File: config.mk
export PLATFORM = sky130hd
export DESIGN_NAME = toggle_rate_monitor
export DESIGN_NICKNAME = d
export VERILOG_FILES = /design/src/rtl/dsp_pwr_pkg.sv /design/src/rtl/popcount_tree.sv /design/src/rtl/toggle_rate_monitor.sv
export SDC_FILE = /design/constraint.sdc
export NUM_CORES = 1
export LEC_CHECK = 0
export ABC_CLOCK_PERIOD_IN_PS = 11840
export BUFFER_PORTS_ARGS = -buffer_cell sky130_fd_sc_hd__buf_2
export CELL_PAD_IN_SITES_DETAIL_PLACEMENT = 1
export CELL_PAD_IN_SITES_GLOBAL_PLACEMENT = 2
export CORE_MARGIN = 5
export CORE_UTILIZATION = 42
export CTS_CLUSTER_DIAMETER = 120
export CTS_CLUSTER_SIZE = 28
export DETAILED_ROUTE_END_ITERATION = 7
export GPL_TIMING_DRIVEN = 0
export PLACE_DENSITY = 0.87
export RECOVER_POWER = 100
export SLEW_MARGIN = 20
export SYNTH_ARGS = -nofsm -noshare
export SYNTH_HDL_FRONTEND = slang
export SYNTH_SLANG_ARGS = --single-unit
File: constraint.sdc
create_clock -name clk -period 11.84 [get_ports clk]
set_input_delay 0.592 -clock clk [delete_from_list [all_inputs] [get_ports clk]]
set_output_delay 0.592 -clock clk [all_outputs]
set_load 0.03 [all_outputs]
File: src/rtl/dsp_pwr_pkg.sv
// dsp_pwr_pkg: shared types and helpers for the power-measurement stimulus path.
//   state_e    - toggle_rate_monitor FSM encoding
//   RATE_MAX   - upper clamp for programmed toggle percentages
//   aw_f/tw_f  - result counter widths for a given window and bus width
package dsp_pwr_pkg;

  typedef enum logic [2:0] {
    ST_IDLE    = 3'd0,
    ST_PRIME   = 3'd1,
    ST_MEASURE = 3'd2,
    ST_CHECK   = 3'd3,
    ST_REPORT  = 3'd4
  } state_e;

  localparam logic [6:0] RATE_MAX = 7'd100;

  // Width needed to count active cycles 0..window.
  function automatic int aw_f(input int window);
    return $clog2(window + 1);
  endfunction

  // Width needed to count every bit flipping on every window cycle.
  function automatic int tw_f(input int data_w, input int window);
    return $clog2(data_w * window + 1);
  endfunction

  function automatic logic [6:0] clamp_rate(input logic [6:0] rate);
    return (rate > RATE_MAX) ? RATE_MAX : rate;
  endfunction

endpackage

File: src/rtl/popcount_tree.sv
// popcount_tree: combinational population count built as a balanced adder tree.
//   din_i [DATA_W]            - vector to count
//   cnt_o [clog2(DATA_W+1)]   - number of ones in din_i
// Recurses on halves of the input until single bits remain.
module popcount_tree #(
  parameter  int DATA_W = 48,
  localparam int CW     = $clog2(DATA_W + 1)
) (
  input  logic [DATA_W-1:0] din_i,
  output logic [CW-1:0]     cnt_o
);

  if (DATA_W == 1) begin : g_leaf
    assign cnt_o = din_i;
  end else begin : g_split
    localparam int LO  = DATA_W / 2;
    localparam int HI  = DATA_W - LO;
    localparam int LCW = $clog2(LO + 1);
    localparam int HCW = $clog2(HI + 1);

    logic [LCW-1:0] lo_cnt;
    logic [HCW-1:0] hi_cnt;

    popcount_tree #(.DATA_W(LO)) u_lo (
      .din_i (din_i[LO-1:0]),
      .cnt_o (lo_cnt)
    );

    popcount_tree #(.DATA_W(HI)) u_hi (
      .din_i (din_i[DATA_W-1:LO]),
      .cnt_o (hi_cnt)
    );

    assign cnt_o = CW'(lo_cnt) + CW'(hi_cnt);
  end

endmodule

File: src/rtl/toggle_rate_monitor.sv
// toggle_rate_monitor: measures switching activity on din over WINDOW cycles and
// checks it against the programmed toggle percentage (within TOL points).
//   clk, rst_n              - clock, async active-low reset
//   start, toggle_rate      - measurement request and expected percentage
//   din                     - monitored bus (clk domain)
//   busy                    - high whenever not IDLE
//   res_valid / res_ready   - result handshake
//   active_cycles           - window cycles where din changed
//   bit_toggles             - total bit flips over the window
//   pass, err_sticky        - result verdict and sticky failure flag
//
// state   | meaning
// IDLE    | wait for start, results hold previous values
// PRIME   | capture first din sample, load window counter
// MEASURE | accumulate activity for WINDOW cycles
// CHECK   | compare measured rate against expected rate
// REPORT  | present result until consumer accepts it
module toggle_rate_monitor
  import dsp_pwr_pkg::*;
#(
  parameter  int DATA_W = 48,
  parameter  int WINDOW = 100,
  parameter  int TOL    = 2,
  localparam int AW     = aw_f(WINDOW),
  localparam int TW     = tw_f(DATA_W, WINDOW)
) (
  input  logic              clk,
  input  logic              rst_n,
  input  logic              start,
  input  logic [6:0]        toggle_rate,
  input  logic [DATA_W-1:0] din,
  output logic              busy,
  output logic              res_valid,
  input  logic              res_ready,
  output logic [AW-1:0]     active_cycles,
  output logic [TW-1:0]     bit_toggles,
  output logic              pass,
  output logic              err_sticky
);

  localparam int          PCW      = $clog2(DATA_W + 1);
  localparam int          MW       = AW + 7;
  localparam int unsigned TOL_SPAN = TOL * WINDOW;

  state_e            state_q;
  logic [DATA_W-1:0] din_prev_q;
  logic [6:0]        exp_q;
  logic [AW-1:0]     win_cnt_q;
  logic              busy_q;
  logic              res_valid_q;
  logic [AW-1:0]     active_q;
  logic [TW-1:0]     bits_q;
  logic              pass_q;
  logic              err_q;

  logic [DATA_W-1:0] diff_d;
  logic [PCW-1:0]    pc_d;
  logic [MW-1:0]     meas_d;
  logic [MW-1:0]     expd_d;
  logic [MW-1:0]     dev_d;
  logic              pass_d;

  assign diff_d = din ^ din_prev_q;

  popcount_tree #(.DATA_W(DATA_W)) u_popcount (
    .din_i (diff_d),
    .cnt_o (pc_d)
  );

  // Both sides are scaled to "percent x WINDOW" so no division is needed.
  assign meas_d = MW'(active_q) * MW'(100);
  assign expd_d = MW'(exp_q) * MW'(WINDOW);
  assign dev_d  = (meas_d >= expd_d) ? (meas_d - expd_d) : (expd_d - meas_d);
  assign pass_d = (32'(dev_d) <= TOL_SPAN);

  always_ff @(posedge clk or negedge rst_n) begin
    if (!rst_n) begin
      state_q     <= ST_IDLE;
      din_prev_q  <= '0;
      exp_q       <= '0;
      win_cnt_q   <= '0;
      busy_q      <= 1'b0;
      res_valid_q <= 1'b0;
      active_q    <= '0;
      bits_q      <= '0;
      pass_q      <= 1'b0;
      err_q       <= 1'b0;
    end else begin
      case (state_q)
        ST_IDLE: begin
          if (start) begin
            exp_q    <= clamp_rate(toggle_rate);
            active_q <= '0;
            bits_q   <= '0;
            busy_q   <= 1'b1;
            state_q  <= ST_PRIME;
          end
        end
        ST_PRIME: begin
          din_prev_q <= din;
          win_cnt_q  <= AW'(WINDOW - 1);
          state_q    <= ST_MEASURE;
        end
        ST_MEASURE: begin
          if (diff_d != '0) active_q <= active_q + AW'(1);
          bits_q     <= bits_q + TW'(pc_d);
          din_prev_q <= din;
          // Down-counter terminal count marks the last window sample.
          if (win_cnt_q == '0) state_q <= ST_CHECK;
          else                 win_cnt_q <= win_cnt_q - AW'(1);
        end
        ST_CHECK: begin
          pass_q      <= pass_d;
          if (!pass_d) err_q <= 1'b1;
          res_valid_q <= 1'b1;
          state_q     <= ST_REPORT;
        end
        ST_REPORT: begin
          if (res_ready) begin
            res_valid_q <= 1'b0;
            busy_q      <= 1'b0;
            state_q     <= ST_IDLE;
          end
        end
        default: begin
          state_q     <= ST_IDLE;
          busy_q      <= 1'b0;
          res_valid_q <= 1'b0;
        end
      endcase
    end
  end

  assign busy          = busy_q;
  assign res_valid     = res_valid_q;
  assign active_cycles = active_q;
  assign bit_toggles   = bits_q;
  assign pass          = pass_q;
  assign err_sticky    = err_q;

endmodule
Word-level counts from Yosys, hierarchy flattened:

Index checks and enable logic that the tools add are counted.

* register bits: 89
* bits in latches: 0
* bits in writable memories: 0
* ROM bits: 0
* input port bits: 59
* output and inout port bits: 24
* word-level logic and storage cells: 113
* memories kept: 0

* add/sub/neg operators: 52
* $mul: 2
* divide/modulo/power cells: 0
* magnitude comparators: 3
* equality and inequality tests: 9
* shifts and indexed selects: 0
* multiplexer cells: 17
* bitwise operators: 4
* reduce and logical (&&, ||, !) cells: 16

Operator list (count)
* 48-bit nonzero test: 1
* 48-bit bitwise XOR: 1
* 1-bit by 1-bit adder with 2-bit output: 16
* 1-bit by 2-bit adder with 2-bit output: 16
* 7-bit two-way mux: 4
* 7-bit case mux with 2 select lines: 2
* 14-bit subtractor: 2
* 13-bit case mux with 2 select lines: 1
* 2-bit by 2-bit adder with 3-bit output: 8
* 7-bit by 5-bit multiplier with 12-bit output, second input constant: 2
* 3-bit by 3-bit adder with 4-bit output: 4
* 3-bit case mux with 5 select lines: 1
* 14-bit greater-or-equal comparator: 1
* 14-bit by 8-bit <= comparator with 1-bit output, second input constant: 1
* 14-bit two-way mux: 1
* 13-bit by 6-bit adder with 13-bit output: 1
* 13-bit two-way mux: 1
* 4-bit by 4-bit adder with 5-bit output: 2
* 2-bit inequality test, second input constant: 5
* 2-bit AND reduction: 5
* 3-bit two-way mux: 3
* 3-bit AND reduction: 3
* 7-bit by 1-bit adder with 7-bit output, second input constant: 1
* 7-bit greater-than comparator, second input constant: 1
* 13 further kinds: 20

Depth between registers and ports, before layout:

* depth in word-level cells: 9
* gate-level depth with buffers: 22

Modules after synthesis:

A second synthesis with hierarchy kept.

* cells, all modules: 901
* area total of the unflattened synthesis: 8772.2 µm²

Modules (own cells, without submodules)
* toggle_rate_monitor: instances 1, cells each 652, area an instance 6648.9 µm²
* popcount_tree (u_popcount.g_split.u_hi.g_split.u_hi.g_split.u_hi ...): instances 8, cells each 7, area an instance 51.3 µm²
* popcount_tree (u_popcount.g_split.u_hi.g_split.u_hi ...): instances 4, cells each 12, area an instance 95.1 µm²
* popcount_tree (u_popcount.g_split.u_hi.g_split.u_hi.g_split.u_hi.g_split.u_hi.g_split.u_hi.g_split.u_hi ...): instances 48, cells each 1, area an instance 7.5 µm²
* popcount_tree (u_popcount.g_split.u_hi.g_split.u_hi.g_split.u_hi.g_split.u_hi ...): instances 16, cells each 2, area an instance 21.3 µm²
* popcount_tree (u_popcount.g_split.u_hi ...): instances 2, cells each 16, area an instance 136.4 µm²
* popcount_tree (u_popcount.g_split.u_hi.g_split.u_hi.g_split.u_hi.g_split.u_hi.g_split.u_hi ...): instances 16, cells each 1, area an instance 12.5 µm²
* popcount_tree (u_popcount): instances 1, cells each 17, area an instance 158.9 µm²

Worst setup path before layout:

OpenSTA, ideal clock, no wires.

* path type: input-to-reg
* start: input port din[16]
* end: register bits_q[10], in the netlist bit_toggles[10]
* data arrival time: 6667 ps
* required time: 11753 ps
* path slack: 5087 ps
* stages: 21
* path buffers: 0
* path through: xor2_1 -> fa_1 -> inv_1 -> fa_1 -> fa_1 -> inv_1 -> fa_1 -> fa_1 -> inv_1 -> fa_1 -> fa_1 -> fa_1 -> fa_1 -> nor2b_1 -> o21ai_0 -> a21boi_0 -> o21ai_0 -> a21boi_0 -> o21ai_0 -> a2111o_1 -> o211ai_1

* longest elaborated chain between the ends: 9

Ends and longest elaborated chain
* start, declared: line toggle_rate_monitor.sv:31 `input logic [DATA_W-1:0] din,`
* 48-bit bitwise XOR: line toggle_rate_monitor.sv:63 `assign diff_d = din ^ din_prev_q;`
* 1-bit by 1-bit adder with 2-bit output: line popcount_tree.sv:34 `assign cnt_o = CW'(lo_cnt) + CW'(hi_cnt);`
* 1-bit by 2-bit adder with 2-bit output: line popcount_tree.sv:34
* 2-bit by 2-bit adder with 3-bit output: line popcount_tree.sv:34
* 3-bit by 3-bit adder with 4-bit output: line popcount_tree.sv:34
* 4-bit by 4-bit adder with 5-bit output: line popcount_tree.sv:34
* 5-bit by 5-bit adder with 6-bit output: line popcount_tree.sv:34
* 13-bit by 6-bit adder with 13-bit output: line toggle_rate_monitor.sv:106 `bits_q <= bits_q + TW'(pc_d);`
* 13-bit case mux with 2 select lines: line toggle_rate_monitor.sv:89 `case (state_q)`
* end signal, assigned: line toggle_rate_monitor.sv:106
* end, declared: line toggle_rate_monitor.sv:52 `logic [TW-1:0] bits_q;`

Every way passes these cells.
A chain may end at the register's enable or synchronous reset.

Final worst setup path:

* start: register din_prev_q[0]
* end: register bits_q[10], in the netlist bit_toggles[10]

* longest elaborated chain between the ends: 8

Ends and longest elaborated chain
* start, declared: line toggle_rate_monitor.sv:46 `logic [DATA_W-1:0] din_prev_q;`
* start signal, assigned: line toggle_rate_monitor.sv:100 `din_prev_q <= din;`
* start signal, assigned: line toggle_rate_monitor.sv:107 `din_prev_q <= din;`
* 48-bit bitwise XOR: line toggle_rate_monitor.sv:63
* 1-bit by 2-bit adder with 2-bit output: line popcount_tree.sv:34
* 2-bit by 2-bit adder with 3-bit output: line popcount_tree.sv:34
* 3-bit by 3-bit adder with 4-bit output: line popcount_tree.sv:34
* 4-bit by 4-bit adder with 5-bit output: line popcount_tree.sv:34
* 5-bit by 5-bit adder with 6-bit output: line popcount_tree.sv:34
* 13-bit by 6-bit adder with 13-bit output: line toggle_rate_monitor.sv:106
* 13-bit case mux with 2 select lines: line toggle_rate_monitor.sv:89

Every way passes these cells.

==> results <==
- The via count normalized by instance count is 5.35.
- The slowest stage of the critical path is the sky130_fd_sc_hd__fa_1 cell.
- From synthesis to final layout, the design area changed by 12.4%.
- The routed design has 20300 um of wire.
- The synthesized instance count is around 780.
- Across all hold checks on the routed design, the worst slack comes to about 0.4 ns.
- The count of maximum capacitance violations is 1.
- The H-tree was split into 3 levels.
- The share of synthesized registers carrying an async set or reset is 1.00.
- In this run the vertical extent of the chip is around 150 um.
- A synthesized cell averages 10.2 um2.
- The main flop type after synthesis is sky130_fd_sc_hd__dfrtp_1.
- Counting flops with a built-in enable in the synthesized netlist gives 0.
- The number of nets in the synthesized netlist is 980.
- The residual DRC count is 0.
- The mapped cell area is a little under 8000 um2.
- The first global-routing pass estimated 34000 um of wire.
- The hold buffer count at cts is 0.
- The tightest min-delay check is of the input pin to async pin type.
- The largest single stage delay on the critical path is 0.55 ns.
- For this configuration, the core starts out at a cell density of 0.424.
- The clock net in this run drives a total of 89 sinks.
- The arrival time of data at the critical path endpoint is 7.51 ns.
- 83 I/O pins were placed.
- Counting along the longest clock path gives a buffer depth of 2.
- The count of antenna diodes in the layout is 0.
- The worst setup path is captured at a flop.
- The total die area is 21700 um2.
- The placement row count is 50.
- The number of max-slew violations in the final report came to 72.
- The number of DRC markers after the initial detailed-route iteration is 241.
- The checks that failed: capacitance limit, slew limit.
- The clock latency reported for the late side of the worst-skew pair is 0.36 ns.
- The cell seen most often among critical-path stages is sky130_fd_sc_hd__fa_1.
- Of all nets on the critical path, the largest fanout is 4.
- The classification of the worst setup path is flop to flop.
- The tree is rooted in a sky130_fd_sc_hd__clkbuf_16.
- The number of failing hold endpoints at the final stage is 0.
- Synthesis inferred just under 90 register bits.
- In the final layout, the share of cells above drive strength 1 is 0.163.
- The worst clock skew is 0.0102 ns.
- The final weighted congestion in routability-driven placement is roughly 0.83.
- Once the clock tree was built, the setup fixing pass inserted 0 buffers.
- The sum of overflow across all layers after global routing is 0.
- After the last flow step, the layout net total stands at 1074.
- Entering global routing, the biggest net connects 72 pins.
- For the finished layout, the period the worst path requires is slightly above 7 ns.
- The detail route stage leaves a number of antenna-violating nets equal to 0.
- Measured along the x axis, the die boundary spans about 150 um.
- The wire length per cell is 18.3 um.
- The initial antenna violation count is 0.
- The total global routing track utilization is 0.196.
- The number of distinct library cells after synthesis is 68.
- Adding up every negative setup slack in the final design gives 0 ns.
- Once the clock tree was built, the resizer swapped 0 gates to a different size.
- The count of buffers added on input and output ports is 82.
- The total half-perimeter wirelength after legalization and detailed placement is 16600 um.
- The number of warning messages in the yosys log is 0.
- The number of filler cells placed in the layout is 2139.
- Setup repair after global routing left no endpoint under its margin.
- The number of vias in the routed layout is slightly below 6000.
- In this run the tightest slew margin relative to its limit is -1.62.
- In this run the standard cell core region covers 18600 um2.
- The register area is around 2200 um2.
- TritonCTS built the clock tree.
- The flow ran to the end, but the final reports show violations.
- The part of the cycle the worst path needs is 0.611.
- For this run, the register share of the synthesized area comes to 0.282.
- The number of global-route vias before repair came to between 6000 and 7000.
- The number of setup violations in the final report is 0.
- The multi-input combinational cells in the finished layout cover a total of between 5000 and 6000 um2.
- The TritonCTS buffer count is 9.
- Based on the critical path, the design can be clocked at up to 138 MHz.
- The worst setup path is launched from a flop.
- For the pin with the worst max-slew slack, the measured transition is 3.93 ns.
- Clock-pin slew was measured on the worst setup and hold paths at 0.07 ns.
- The signal on the critical path passes through xor2_1 -> fa_1 -> fa_1 -> fa_1 -> fa_1 -> fa_1 -> inv_1 -> fa_1 -> fa_1 -> fa_1 -> fa_1 -> nor2b_1 -> o21ai_0 -> a21boi_0 -> o21ai_0 -> a21boi_0 -> o21ai_0 -> a2111o_1 -> o211ai_1.
- The number of detailed-routing iterations run before antenna repair is 4.
- The required time of the worst setup path is 12.12 ns.
## registers in the layout, indices dropped and copies added (netlist names), 3 cells and up
name / count
exp_q: 7
active_cycles: 7
state_q: 3
din_prev_q: 48
bit_toggles: 13
win_cnt_q: 7
## metal layers
metal,up-vias,part of all wire,GRT usage
met2,86,0.47,0.319
li1,2850,-,-
met1,2982,0.48,0.275
met5,-,0,0
met4,0,0.015,0.0541
met3,17,0.029,0.0262
## synthesized netlist by cell type, types with 3 or more instances
library cell | count | area share
sky130_fd_sc_hd__a211oi_1 | 6 | 0.0057
sky130_fd_sc_hd__a21boi_0 | 7 | 0.0066
sky130_fd_sc_hd__a21o_1 | 10 | 0.0095
sky130_fd_sc_hd__a21oi_1 | 28 | 0.018
sky130_fd_sc_hd__a22oi_1 | 4 | 0.0038
sky130_fd_sc_hd__a31oi_1 | 4 | 0.0032
sky130_fd_sc_hd__and3_1 | 5 | 0.0040
sky130_fd_sc_hd__and4_1 | 5 | 0.0055
sky130_fd_sc_hd__buf_1 | 4 | 0.0019
sky130_fd_sc_hd__buf_2 | 4 | 0.0025
sky130_fd_sc_hd__buf_6 | 4 | 0.0057
sky130_fd_sc_hd__clkbuf_1 | 9 | 0.0043
sky130_fd_sc_hd__dfrtp_1 | 89 | 0.28
sky130_fd_sc_hd__fa_1 | 47 | 0.12
sky130_fd_sc_hd__ha_1 | 97 | 0.15
sky130_fd_sc_hd__inv_1 | 91 | 0.043
sky130_fd_sc_hd__mux2_2 | 49 | 0.070
sky130_fd_sc_hd__mux2i_1 | 5 | 0.0063
sky130_fd_sc_hd__nand2_1 | 58 | 0.028
sky130_fd_sc_hd__nand2b_1 | 7 | 0.0055
sky130_fd_sc_hd__nand3_1 | 14 | 0.0089
sky130_fd_sc_hd__nand4_1 | 8 | 0.0063
sky130_fd_sc_hd__nor2_1 | 31 | 0.015
sky130_fd_sc_hd__nor2b_1 | 4 | 0.0032
sky130_fd_sc_hd__nor3_1 | 11 | 0.0070
sky130_fd_sc_hd__nor4_1 | 8 | 0.0063
sky130_fd_sc_hd__nor4b_1 | 3 | 0.0033
sky130_fd_sc_hd__o211ai_1 | 6 | 0.0057
sky130_fd_sc_hd__o21a_1 | 4 | 0.0038
sky130_fd_sc_hd__o21ai_0 | 25 | 0.016
sky130_fd_sc_hd__o21bai_1 | 7 | 0.0066
sky130_fd_sc_hd__o31ai_1 | 6 | 0.0057
sky130_fd_sc_hd__or3_1 | 3 | 0.0024
sky130_fd_sc_hd__xnor2_1 | 35 | 0.039
sky130_fd_sc_hd__xor2_1 | 41 | 0.045
## final cells by class
type | instances | share of cell area
clock buffers | 10 | 0.0269
well taps | 234 | 0.0329
flip-flops and latches | 89 | 0.250
repair buffers | 83 | 0.0431
plain buffers | 21 | 0.0128
inverters | 91 | 0.0384
multi-input cells | 576 | 0.588
clock inverters | 6 | 0.00802
## worst paths after layout
path	start	endpoint	cells past startpoint	slack, ns
setup / recovery	din_prev_q[0]	bit_toggles[10]	19	4.60
hold / removal	rst_n	din_prev_q[41]	1	0.41
setup reg to reg	din_prev_q[0]	bit_toggles[10]	19	4.60
hold reg to reg	bit_toggles[12]	bit_toggles[12]	1	0.48
max in group asynchronous	rst_n	bit_toggles[2]	2	7.16
min in group clk	toggle_rate[6]	exp_q[6]	3	0.45
## cell usage in the layout (no fill, tap or decap), types with 29 or more instances in the layout
| cell | n |
|---|---|
| sky130_fd_sc_hd__mux2_2 | 48 |
| sky130_fd_sc_hd__a21oi_1 | 29 |
| sky130_fd_sc_hd__inv_1 | 91 |
| sky130_fd_sc_hd__fa_1 | 47 |
| sky130_fd_sc_hd__nand2_1 | 58 |
| sky130_fd_sc_hd__clkbuf_1 | 38 |
| sky130_fd_sc_hd__xnor2_1 | 35 |
| sky130_fd_sc_hd__xor2_1 | 41 |
| sky130_fd_sc_hd__dfrtp_1 | 89 |
| sky130_fd_sc_hd__nor2_1 | 31 |
| sky130_fd_sc_hd__buf_2 | 61 |
| sky130_fd_sc_hd__ha_1 | 97 |
## critical path, delay by kind of cell (launching register included)
kind | cells | cell delay (ns)
adders and majority gates | 9 | 4.62
AOI/OAI and AO/OA | 7 | 1.59
DFF | 1 | 0.39
xor gates and xnor gates | 1 | 0.37
and+or+nand+nor | 1 | 0.13
buffers and inverters | 1 | 0.07
## kinds of logic (layout without fill, tap and decap cells)
| family | after synthesis | in the layout | synth area share |
|---|---|---|---|
| buf+inv | 112 | 211 | 0.0576 |
| xor+xnor | 77 | 77 | 0.0862 |
| fa+ha+maj | 144 | 144 | 0.272 |
| flops | 89 | 89 | 0.282 |
| compound gates | 130 | 130 | 0.115 |
| simple gates | 171 | 171 | 0.111 |
| mux | 54 | 54 | 0.0761 |
## per-stage QoR
step / util / area [um2] / setup WS [ns] / std cells
after floorplan: - / 7910 / 5.09 / 777
after global placement: 0.462 / 8610 / 4.36 / 1093
after detailed placement: 0.464 / 8650 / 4.32 / 1094
after CTS: 0.481 / 8960 / 4.58 / 1110
after global routing: 0.477 / 8890 / 4.22 / 1110
final: 0.477 / 8890 / 4.60 / 1110
Power is left out: the tool's default activity adds up to more than one toggle a clock period on the data nets, which glitch-free logic cannot reach.
